<file path="src/rtl/p_rr_arbiter_pkg.sv">
`default_nettype none
// ============================================================================
//  Module      : p (package)
//  Description : Shared record type, arbiter state encoding and output-beat
//                record for the p_t round-robin arbiter.
//  Revision    : 1.0 - initial release
// ============================================================================
package p;

    // Payload record consumed downstream through its a/b fields
    typedef struct packed {
        byte a;
        byte b;
    } p_t;

    // Arbiter state: IDLE arbitrates, BURST forwards beats of the granted source
    typedef enum logic {
        IDLE  = 1'b0,
        BURST = 1'b1
    } arb_state_e;

    // Contents of the single output register
    typedef struct packed {
        p_t   data;
        logic last;
    } p_beat_t;

endpackage : p
`default_nettype wire

</file>
<file path="src/rtl/p_rr_arbiter_rr_pick.sv">
`default_nettype none
// ============================================================================
//  Module      : rr_pick
//  Description : Combinational round-robin priority selector. Returns the
//                first asserted request at or after ptr, wrapping past the
//                highest index back to 0.
//  Revision    : 1.0 - initial release
// ============================================================================
module rr_pick #(
    parameter int N_REQ = 4,
    localparam int IDX_W = $clog2(N_REQ)
) (
    input  logic [N_REQ-1:0] req,
    input  logic [IDX_W-1:0] ptr,
    output logic [IDX_W-1:0] idx,
    output logic             found
);

    // One spare bit so ptr+offset never overflows before the wrap compare
    localparam int                  c_CAND_W   = IDX_W + 1;
    localparam logic [c_CAND_W-1:0] c_LAST_IDX = c_CAND_W'(N_REQ - 1);
    localparam logic [c_CAND_W-1:0] c_N_REQ    = c_CAND_W'(N_REQ);

    logic [c_CAND_W-1:0] w_cand;

    // Walk the candidates in priority order starting at ptr; first hit wins
    always_comb begin
        idx    = '0;
        found  = 1'b0;
        w_cand = '0;
        for (int k = 0; k < N_REQ; k++) begin
            w_cand = {1'b0, ptr} + c_CAND_W'(k);
            // Explicit compare keeps the wrap correct for non-power-of-two N_REQ
            if (w_cand > c_LAST_IDX) begin
                w_cand = w_cand - c_N_REQ;
            end
            if (!found && req[w_cand[IDX_W-1:0]]) begin
                found = 1'b1;
                idx   = w_cand[IDX_W-1:0];
            end
        end
    end

endmodule : rr_pick
`default_nettype wire

</file>
<file path="src/rtl/p_rr_arbiter.sv">
`default_nettype none
// ============================================================================
//  Module      : p_rr_arbiter
//  Description : Burst-granular round-robin arbiter sharing one registered
//                p_t output channel between N_REQ valid/ready requesters.
//                Each forwarded beat is tagged with its source index; bursts
//                longer than MAX_BURST beats are cut with a forced last.
//  Revision    : 1.0 - initial release
// ============================================================================
module p_rr_arbiter
    import p::*;
#(
    parameter int N_REQ     = 4,
    parameter int MAX_BURST = 4,
    localparam int SRC_W    = $clog2(N_REQ)
) (
    input  logic             clk,
    input  logic             rst_n,
    input  logic [N_REQ-1:0] req_valid,
    input  logic [N_REQ-1:0] req_last,
    input  p_t               req_data [N_REQ],
    output logic [N_REQ-1:0] req_ready,
    output logic             out_valid,
    output p_t               out_data,
    output logic [SRC_W-1:0] out_src,
    output logic             out_last,
    input  logic             out_ready,
    output logic             busy
);

    localparam logic [7:0]       c_LAST_BEAT = 8'(MAX_BURST - 1);
    localparam logic [SRC_W-1:0] c_LAST_IDX  = SRC_W'(N_REQ - 1);

    arb_state_e       r_state;
    arb_state_e       w_state_nxt;
    logic [SRC_W-1:0] r_gnt;
    logic [SRC_W-1:0] r_ptr;
    logic [7:0]       r_beat_cnt;
    p_beat_t          r_out;
    logic             r_out_valid;
    logic [SRC_W-1:0] r_out_src;

    logic [SRC_W-1:0] w_pick_idx;
    logic             w_pick_found;
    logic             w_out_free;
    logic             w_xfer;
    logic             w_beat_last;

    rr_pick #(
        .N_REQ (N_REQ)
    ) u_rr_pick (
        .req   (req_valid),
        .ptr   (r_ptr),
        .idx   (w_pick_idx),
        .found (w_pick_found)
    );

    // Output register is free when empty or being drained this cycle
    assign w_out_free  = !r_out_valid || out_ready;
    assign w_xfer      = (r_state == BURST) && req_valid[r_gnt] && w_out_free;
    assign w_beat_last = req_last[r_gnt] || (r_beat_cnt == c_LAST_BEAT);

    // State register
    always_ff @(posedge clk or negedge rst_n) begin
        if (!rst_n) begin
            r_state <= IDLE;
        end else begin
            r_state <= w_state_nxt;
        end
    end

    // Next-state and ready decode; only the granted requester can see ready
    always_comb begin
        w_state_nxt = r_state;
        req_ready   = '0;
        case (r_state)
            IDLE: begin
                if (w_pick_found) begin
                    w_state_nxt = BURST;
                end
            end
            BURST: begin
                req_ready[r_gnt] = w_out_free;
                if (w_xfer && w_beat_last) begin
                    w_state_nxt = IDLE;
                end
            end
            default: w_state_nxt = IDLE;
        endcase
    end

    // Grant capture, beat counting and round-robin pointer advance
    always_ff @(posedge clk or negedge rst_n) begin
        if (!rst_n) begin
            r_gnt      <= '0;
            r_ptr      <= '0;
            r_beat_cnt <= '0;
        end else if (r_state == IDLE) begin
            if (w_pick_found) begin
                r_gnt      <= w_pick_idx;
                r_beat_cnt <= '0;
            end
        end else if (w_xfer) begin
            r_beat_cnt <= r_beat_cnt + 8'd1;
            if (w_beat_last) begin
                r_ptr <= (r_gnt == c_LAST_IDX) ? '0 : r_gnt + SRC_W'(1);
            end
        end
    end

    // Output register: load on transfer, empty when drained with nothing new
    always_ff @(posedge clk or negedge rst_n) begin
        if (!rst_n) begin
            r_out       <= '0;
            r_out_valid <= 1'b0;
            r_out_src   <= '0;
        end else if (w_xfer) begin
            r_out.data  <= req_data[r_gnt];
            r_out.last  <= w_beat_last;
            r_out_src   <= r_gnt;
            r_out_valid <= 1'b1;
        end else if (r_out_valid && out_ready) begin
            r_out_valid <= 1'b0;
        end
    end

    assign out_valid = r_out_valid;
    assign out_data  = r_out.data;
    assign out_last  = r_out.last;
    assign out_src   = r_out_src;
    assign busy      = (r_state == BURST);

endmodule : p_rr_arbiter
`default_nettype wire

</file>
<file path="config.mk">
export PLATFORM = sky130hd
export DESIGN_NAME = p_rr_arbiter
export DESIGN_NICKNAME = d
export VERILOG_FILES = /design/src/rtl/p_rr_arbiter_pkg.sv /design/src/rtl/p_rr_arbiter_rr_pick.sv /design/src/rtl/p_rr_arbiter.sv
export SDC_FILE = /design/constraint.sdc
export NUM_CORES = 1
export LEC_CHECK = 0
export ABC_AREA = 1
export BUFFER_PORTS_ARGS = -buffer_cell sky130_fd_sc_hd__buf_2
export CORE_ASPECT_RATIO = 1.75
export CORE_MARGIN = 2
export CORE_UTILIZATION = 52
export DETAILED_ROUTE_END_ITERATION = 7
export PLACE_DENSITY = 0.87
export SLEW_MARGIN = 20
export SYNTH_ARGS = -nofsm -noshare
export SYNTH_HDL_FRONTEND = slang
export SYNTH_SLANG_ARGS = --single-unit
</file>
<file path="constraint.sdc">
create_clock -name clk -period 4.8 [get_ports clk]
set_clock_uncertainty 0.05 [all_clocks]
set_input_delay 1.44 -clock clk [delete_from_list [all_inputs] [get_ports clk]]
set_output_delay 1.44 -clock clk [all_outputs]
set_load 0.02 [all_outputs]
</file>
==> flow_summary.toml, run 1 <==
[status]
status = "finished clean"

[detailed_routing]
drc = 0
via_per_inst = 5.35
drt-initial-drc-count = 68
totalWireLength_um = 6230
firstDrtPassIters = 4
vias = 2633
ant_nets = 0
wl_per_cell_um = 12.7

[synth]
ys_ff_latch = 33
netlist_area_um2 = 2300
syn-num-nets = 428
syn_avg_cell_area_um2 = 6.60
synth_cell_types = 26
ys_seq_area_share_pct = 36.0
syn_inst = 348
yosys_warnings = 0

[clocking]
clockRootBuffer = "clkbuf_8"
ctsResizeCount = 0
cts_hold_buf = 0
post_cts_buffers = 0
clkTransAtPathRegs_ns = 0.06
cts_made_buffers = 5
clock-sinks = 33
cts_tree = "done"
cts.path.max_buffers = 2
clk_latency_ns = 0.29
htreeDepth = 2

[floorplan]
start_util_pct = 53.1
dieWidth_um = 54.2
coreArea_um2 = 4320
pin_count = 100
die-area_um2 = 4980
die_y_um = 91.9
num_rows = 32

[sta]
setup_violations = 0
finalCriticalPeriod_ns = 3.56
relSlewSlack_pct = 51.6
finalHoldViolations = 0
tns_ns = 0
worst_slew_pin_slew_ns = 0.726
hold_slack_ns = 0.425
rsz0062_at_grt = "no"
fmax_mhz = 281
finalCritPeriodShare_pct = 74.1
setup_slack_ns = 1.24
report.final.slew_viol_count = 0

[worst_setup_path]
worstPathMaxFanout = 4
regToRegSetupSlack_ns = 1.92
worstPathRequired_ns = 3.31
reg2reg_from = "r_gnt[0]$_DFFE_PN0P_"
crit_path_end_kind = "output pin"
cp.arrival_ns = 2.07
start_kind = "input pin"
crit_start = "out_ready"
criticalPathCategory = "in -> out"

[global_routing]
grt_start_max_net_pins = 41
grtUsageMet3_pct = 6.51
grtUsageMet1_pct = 30.7
grtUsageMet2_pct = 47.8
antenna_found_initial = 0
top_usage_layer = "met2"
grt_overflow = 0
grt_pass1_vias = 2479
grt_pass1_wl_um = 10500
grt_use_total_pct = 28.2

[placement]
gp_congestion = 0.845
io_buffers = 99
hpwl_um = 4560
placedCellCount = 484
place_worst_setup_slack_ns = 1.24
postPlaceCellArea_um2 = 2790

[hold_path]
min_from = "out_data[4]$_DFFE_PN0P_"
hold_path_class = "reg -> reg"

[flow_run]
drv_cap = 0

[layout]
design_area_um2 = 2910
nNetsFinal = 520
drive_gt1_share_pct = 30.4
syn2layout_area_growth_pct = 26.5
final_util_pct = 67.2
diodes = 0
stdcell_count = 492

[power_and_ir_drop]
power_density_nw_per_um2 = 668
pwr-share-clk_pct = 14.1
intPower_mw = 0.946
p_leak_nw = 1.57
p_sw_mw = 0.995
power.total_mw = 1.94
p_sw_share_pct = 51.3
power_frac_comb_pct = 60.9
peakVddDrop_v = 0.000368
power_frac_seq_pct = 25.0
-- cell usage after synthesis, drive strengths merged --
| master | n | share of area (%) |
|---|---|---|
| nand4 | 1 | 0.27 |
| inv | 22 | 3.8 |
| dfrtp | 33 | 36 |
| clkbuf | 6 | 0.98 |
| a21boi | 1 | 0.33 |
| o22ai | 10 | 2.7 |
| o21ai | 44 | 9.6 |
| buf | 11 | 2.9 |
| a21oi | 5 | 1.1 |
| nand2 | 109 | 19 |
| nand3 | 20 | 5.2 |
| xor2 | 2 | 0.76 |
| nor3 | 3 | 0.65 |
| ha | 5 | 2.7 |
| nor2 | 70 | 12 |
| a31oi | 6 | 1.6 |
-- power by group through the flow --
stage	Sequential [mW]	Combinational, mW	Clock, mW
3_3_place_gp	0.483	1.14	0
3_5_place_dp	0.486	1.18	0
5_1_grt	0.499	1.33	0.288
2_1_floorplan	0.578	0.795	0
6_report	0.485	1.18	0.273
4_1_cts	0.484	1.18	0.277
-- path summary, 6_finish.rpt --
check,to,depth (start not counted)
worst min register to register,out_data[4]$_DFFE_PN0P_,2
worst max-delay path,req_ready[1],6
worst min-delay path,out_data[4]$_DFFE_PN0P_,2
max in group asynchronous,r_beat_cnt[1]$_DFFE_PN0P_,1
min in group asynchronous,out_data[8]$_DFFE_PN0P_,1
worst max register to register,r_ptr[1]$_DFFE_PN0P_,11
-- critical path, stage by stage --
cell     delay, ns
buf_2         0.09
nor2_1        0.17
inv_1         0.10
nand2_1       0.07
nor2_1        0.03
buf_2         0.16
-- layer usage --
layer / wire length (µm) / vias to the layer above
li1: - / 1306
met1: 2280 / 1204
met2: 3430 / 107
met3: 333 / 16
met4: 184 / 0
met5: 0 / -
-- kinds of logic (layout without fill, tap and decap cells) --
kind of cell             count (synthesis)  count (layout)  synth area share (%)
AO/OA/AOI/OAI                           66              66                  15.4
XOR/XNOR                                 2               2                 0.763
adder cells (fa/ha/maj)                  5               5                  2.72
buffers and inverters                   39             132                  7.68
flip-flops                              33              33                  36.0
AND/OR/NAND/NOR                        203             203                  37.5
-- area by class of cell --
cell class | instances | area (µm²)
fill | 375 | 1420
clock inverter | 1 | 30.0
inverter | 22 | 87.6
multi-input combinational | 276 | 1290
clock buffer | 7 | 86.3
timing repair buffer | 102 | 518
sequential | 33 | 826
tap | 51 | 63.8
-- cells in the final DEF (no fill, tap or decap), types with 5 or more instances in the layout --
master | netlist | final
a21oi_1 | 5 | 5
clkbuf_8 | 0 | 6
nand2_1 | 99 | 99
dfrtp_1 | 33 | 33
nand3_1 | 16 | 16
inv_1 | 16 | 16
o21ai_0 | 41 | 41
o22ai_1 | 10 | 10
nor2_1 | 65 | 65
ha_1 | 5 | 5
buf_2 | 8 | 99
a31oi_1 | 6 | 6
nand2_2 | 9 | 9
-- flip-flops by register name, indices dropped and copies added, names as in the netlist --
name and cells:
out_valid 1, out_data 16, out_src 2, r_gnt 2
out_last 1, r_beat_cnt 8, busy 1, r_ptr 2
Note: power is estimated with default switching activity, not from simulation.
==> run 2, diff against run 1 <==
--- a/config.mk
+++ b/config.mk
@@ -9,9 +9,9 @@
 export BUFFER_PORTS_ARGS = -buffer_cell sky130_fd_sc_hd__buf_2
 export CORE_ASPECT_RATIO = 1.75
 export CORE_MARGIN = 2
-export CORE_UTILIZATION = 52
+export CORE_UTILIZATION = 48
 export DETAILED_ROUTE_END_ITERATION = 7
-export PLACE_DENSITY = 0.87
+export PLACE_DENSITY = 0.81
 export SLEW_MARGIN = 20
 export SYNTH_ARGS = -nofsm -noshare
 export SYNTH_HDL_FRONTEND = slang
==> constraint.sdc (replaced) <==
create_clock -name clk -period 3.5 [get_ports clk]
set_clock_uncertainty 0.05 [all_clocks]
set_input_delay 1.05 -clock clk [delete_from_list [all_inputs] [get_ports clk]]
set_output_delay 1.05 -clock clk [all_outputs]
set_load 0.02 [all_outputs]
==> flow_summary.toml, run 2 (same netlist as run 1, synthesis figures left out) <==
[floorplan]
die-area_um2 = 5370
coreArea_um2 = 4670
die_y_um = 95.5
dieWidth_um = 56.3
start_util_pct = 49.2
num_rows = 33
pin_count = 100

[detailed_routing]
vias = 2568
totalWireLength_um = 6130
wl_per_cell_um = 12.4
drc = 0
drt-initial-drc-count = 95
firstDrtPassIters = 4
ant_nets = 0
via_per_inst = 5.20

[power_and_ir_drop]
p_leak_nw = 1.59
power_density_nw_per_um2 = 921
peakVddDrop_v = 0.000597
power.total_mw = 2.70

[layout]
stdcell_count = 494
largest_reg_flops = 16
diodes = 0
nNetsFinal = 521
design_area_um2 = 2930
syn2layout_area_growth_pct = 27.7
drive_gt1_share_pct = 30.8
layout_common_cells = "nand2_1 (99), buf_2 (99), nor2_1 (65), o21ai_0 (41), dfrtp_1 (33)"

[clocking]
clk_latency_ns = 0.29
clock-sinks = 33
cts_tree = "done"
cts_made_buffers = 5
clkTransAtPathRegs_ns = 0.07
htreeDepth = 2
ctsResizeCount = 0
cts.path.max_buffers = 2
cts_hold_buf = 0
post_cts_buffers = 0
clockRootBuffer = "clkbuf_8"

[worst_setup_path]
worstPathMaxFanout = 22
worstPathRequired_ns = 2.40
start_kind = "flip-flop"
criticalPathCategory = "reg -> out"
cp.arrival_ns = 1.75
crit_path_end_kind = "output pin"

[status]
status = "finished clean"

[global_routing]
grt_use_total_pct = 24.3
grt_pass1_vias = 2521
grt_overflow = 0
antenna_found_initial = 0
grt_pass1_wl_um = 10300
grt_start_max_net_pins = 34

[sta]
report.final.slew_viol_count = 0
setup_violations = 0
relSlewSlack_pct = 51.1
finalCritPeriodShare_pct = 81.4
worst_slew_pin_slew_ns = 0.734
finalCriticalPeriod_ns = 2.85
rsz0062_at_grt = "no"
finalHoldViolations = 0
fmax_mhz = 351
tns_ns = 0

[placement]
io_buffers = 99
hpwl_um = 4580
postPlaceCellArea_um2 = 2800
gp_congestion = 0.890
placedCellCount = 486

[hold_path]
hold_path_class = "reg -> reg"

[flow_run]
drv_cap = 0
-- run 2: cell count changes in the layout (fill, tap and decap cells not counted) --
| cell | change |
|---|---|
| buf_4 | +1 |
| bufinv_16 | +1 |
| clkbuf_1 | -1 |
| clkbuf_8 | -1 |
| clkinv_2 | +1 |
-- run 2: final timing paths --
kind | from | end | slack (ns) | cells past startpoint
worst min-delay path | out_data[9]$_DFFE_PN0P_ | out_data[9]$_DFFE_PN0P_ | 0.43 | 2
max in group asynchronous | rst_n | out_data[1]$_DFFE_PN0P_ | 2.16 | 1
worst max register to register | r_gnt[1]$_DFFE_PN0P_ | r_ptr[1]$_DFFE_PN0P_ | 1.10 | 10
min in group asynchronous | rst_n | out_data[9]$_DFFE_PN0P_ | 0.77 | 1
worst min register to register | out_data[9]$_DFFE_PN0P_ | out_data[9]$_DFFE_PN0P_ | 0.43 | 2
worst max-delay path | r_gnt[1]$_DFFE_PN0P_ | req_ready[3] | 0.65 | 4
-- run 2: critical path, stage by stage (launching register included) --
cell,delay [ns]
dfrtp_1,0.79
ha_1,0.27
inv_1,0.05
nor3_1,0.16
buf_2,0.18
-- run 2: final cells by class --
cell class / instances / area, µm²
Clock buffer: 5 / 68.8
Clock inverter: 3 / 65.1
Fill cell: 461 / 1730
Inverter: 22 / 87.6
Multi-Input combinational cell: 276 / 1290
Sequential cell: 33 / 826
Tap cell: 52 / 65.1
Timing Repair Buffer: 103 / 526
-- run 2: power by group --
part           internal [mW]  switching (mW)  total [mW]  leakage [nW]
clock network          0.283           0.143       0.426        0.0681
logic                  0.527            1.04        1.56          1.11
registers              0.545           0.165       0.710         0.408
total                   1.36            1.34        2.70          1.59
-- run 2: through the flow --
| stage | hold slack (ns) | utilization [%] | setup WS (ns) |
|---|---|---|---|
| floorplan | 0.426 | - | 0.847 |
| global placement | 0.408 | 60.0 | 0.752 |
| detailed placement | 0.410 | 60.0 | 0.722 |
| CTS | 0.433 | 62.8 | 0.636 |
| global route | 0.457 | 62.8 | 0.534 |
| finish | 0.430 | 62.8 | 0.650 |
-- run 2: routing by layer --
layer	track usage (%)	wire, µm	vias up
met2	46.9	3300	82
li1	-	-	1304
met1	24.0	2340	1160
met4	13.7	232	0
met5	0	0	-
met3	4.07	254	22
==> run 3, diff against run 2 <==
--- a/config.mk
+++ b/config.mk
@@ -9,9 +9,9 @@
 export BUFFER_PORTS_ARGS = -buffer_cell sky130_fd_sc_hd__buf_2
 export CORE_ASPECT_RATIO = 1.75
 export CORE_MARGIN = 2
-export CORE_UTILIZATION = 48
+export CORE_UTILIZATION = 43
 export DETAILED_ROUTE_END_ITERATION = 7
-export PLACE_DENSITY = 0.81
+export PLACE_DENSITY = 0.76
 export SLEW_MARGIN = 20
 export SYNTH_ARGS = -nofsm -noshare
 export SYNTH_HDL_FRONTEND = slang
==> constraint.sdc (replaced) <==
create_clock -name clk -period 2.6 [get_ports clk]
set_clock_uncertainty 0.05 [all_clocks]
set_input_delay 0.78 -clock clk [delete_from_list [all_inputs] [get_ports clk]]
set_output_delay 0.78 -clock clk [all_outputs]
set_load 0.02 [all_outputs]
==> flow_summary.toml, run 3 (same netlist as run 1, synthesis figures left out) <==
[status]
status = "finished clean"

[worst_setup_path]
worstPathMaxFanout = 9
crit_path_end_kind = "output pin"
worstPathRequired_ns = 1.77
start_kind = "flip-flop"
cp_num_buf_inv = 2
crit_chain = "inv_1 -> ha_1 -> nand2_1 -> nor2_1 -> buf_2"
cp.arrival_ns = 1.53
slowest_stage = "dfrtp_1"
cp_top_family = "flip-flops"
max_stage_delay_ns = 0.47
criticalPathCategory = "reg -> out"

[sta]
finalHoldViolations = 0
worst_slew_pin_slew_ns = 0.734
tns_ns = 0
finalCriticalPeriod_ns = 2.36
report.final.slew_viol_count = 0
setup_violations = 0
fmax_mhz = 423
rsz0062_at_grt = "no"
finalCritPeriodShare_pct = 90.9
setup_slack_ns = 0.236
relSlewSlack_pct = 51.1

[placement]
placedCellCount = 491
place_worst_setup_slack_ns = 0.351
hpwl_um = 4790
gp_congestion = 0.857
io_buffers = 99

[layout]
layout_common_cells = "nand2_1 (99), buf_2 (99), nor2_1 (65), o21ai_0 (41), dfrtp_1 (33)"
syn2layout_area_growth_pct = 27.1
stdcell_count = 499
drive_gt1_share_pct = 31.1
diodes = 0
largest_reg_flops = 16
nNetsFinal = 523

[power_and_ir_drop]
power_density_nw_per_um2 = 1200
p_sw_mw = 1.80
power.total_mw = 3.50
peakVddDrop_v = 0.000552
p_sw_share_pct = 51.4
power_frac_seq_pct = 26.2
pwr-share-clk_pct = 11.9
intPower_mw = 1.70
p_leak_nw = 1.58
power_frac_comb_pct = 61.9

[detailed_routing]
totalWireLength_um = 6130
wl_per_cell_um = 12.3
vias = 2564
drc = 0
via_per_inst = 5.14
drt-initial-drc-count = 115
firstDrtPassIters = 4
ant_nets = 0

[clocking]
cts_tree = "done"
htreeDepth = 2
clkTransAtPathRegs_ns = 0.06
cts_hold_buf = 0
cts.path.max_buffers = 2
cts_made_buffers = 5
ctsResizeCount = 0
clockRootBuffer = "clkbuf_8"
post_cts_buffers = 0
clock-sinks = 33
clk_latency_ns = 0.28

[global_routing]
antenna_found_initial = 0
grt_pass1_vias = 2493
grt_pass1_wl_um = 10300
grt_start_max_net_pins = 34
grt_overflow = 0
grt_use_total_pct = 22.0

[floorplan]
die-area_um2 = 5960
num_rows = 35
dieWidth_um = 59.2
start_util_pct = 44.1
coreArea_um2 = 5210
die_y_um = 101
pin_count = 100

[hold_path]
hold_path_class = "reg -> reg"

[flow_run]
drv_cap = 0
==> run 3: cell types whose count changed in the layout (fill, tap and decap cells not counted), sizes merged <==
cell,previous run,this run
buf,103,105
bufinv,2,0
clkbuf,5,7
==> run 3: metal layers <==
metal / routed length, µm / global-route usage [%] / vias to the layer above
met5: 0 / 0 / -
met4: 136 / 9.09 / 0
met3: 222 / 3.21 / 11
met2: 3340 / 41.3 / 68
met1: 2430 / 23.3 / 1173
li1: - / - / 1312
==> run 3: final timing paths <==
path,from,endpoint,slack (ns),depth (start not counted)
max,r_gnt[1]$_DFFE_PN0P_,req_ready[1],0.24,5
min,out_data[5]$_DFFE_PN0P_,out_data[5]$_DFFE_PN0P_,0.43,2
max reg2reg,r_gnt[0]$_DFFE_PN0P_,r_ptr[1]$_DFFE_PN0P_,0.63,9
min reg2reg,out_data[5]$_DFFE_PN0P_,out_data[5]$_DFFE_PN0P_,0.43,2
max in group asynchronous,rst_n,r_beat_cnt[7]$_DFFE_PN0P_,1.52,1
min in group asynchronous,rst_n,r_ptr[0]$_DFFE_PN0P_,0.51,1
==> run 3: layout make-up <==
type / instances / area, µm²
clock buffer: 7 / 96.3
tap: 55 / 68.8
inverter: 22 / 87.6
clock inverter: 1 / 5.00
sequential: 33 / 826
multi-input combinational: 276 / 1290
fill: 534 / 2290
timing repair buffer: 105 / 541
==> run 3: per-stage QoR <==
stage | utilization, % | instance area, µm² | hold slack (ns)
2_1_floorplan | - | 2300 | 0.426
3_3_place_gp | 54.0 | 2820 | 0.408
3_5_place_dp | 54.0 | 2820 | 0.412
4_1_cts | 56.0 | 2920 | 0.429
5_1_grt | 56.0 | 2920 | 0.447
6_report | 56.0 | 2920 | 0.427
==> run 3: power groups by stage <==
stage / logic (mW) / registers (mW) / clock network, mW
finish: 2.17 / 0.919 / 0.415
detailed placement: 2.17 / 0.927 / 0
global route: 2.45 / 0.951 / 0.437
CTS: 2.18 / 0.921 / 0.425
floorplan: 1.47 / 1.07 / 0
global placement: 2.13 / 0.916 / 0
==> run 3: worst reg2reg max path, delay by kind of cell, from the launching register on <==
family,cells,cell delay (ns)
and+or+nand+nor,4,0.47
AOI/OAI and AO/OA,3,0.23
buffers and inverters,2,0.66
DFF,1,0.45
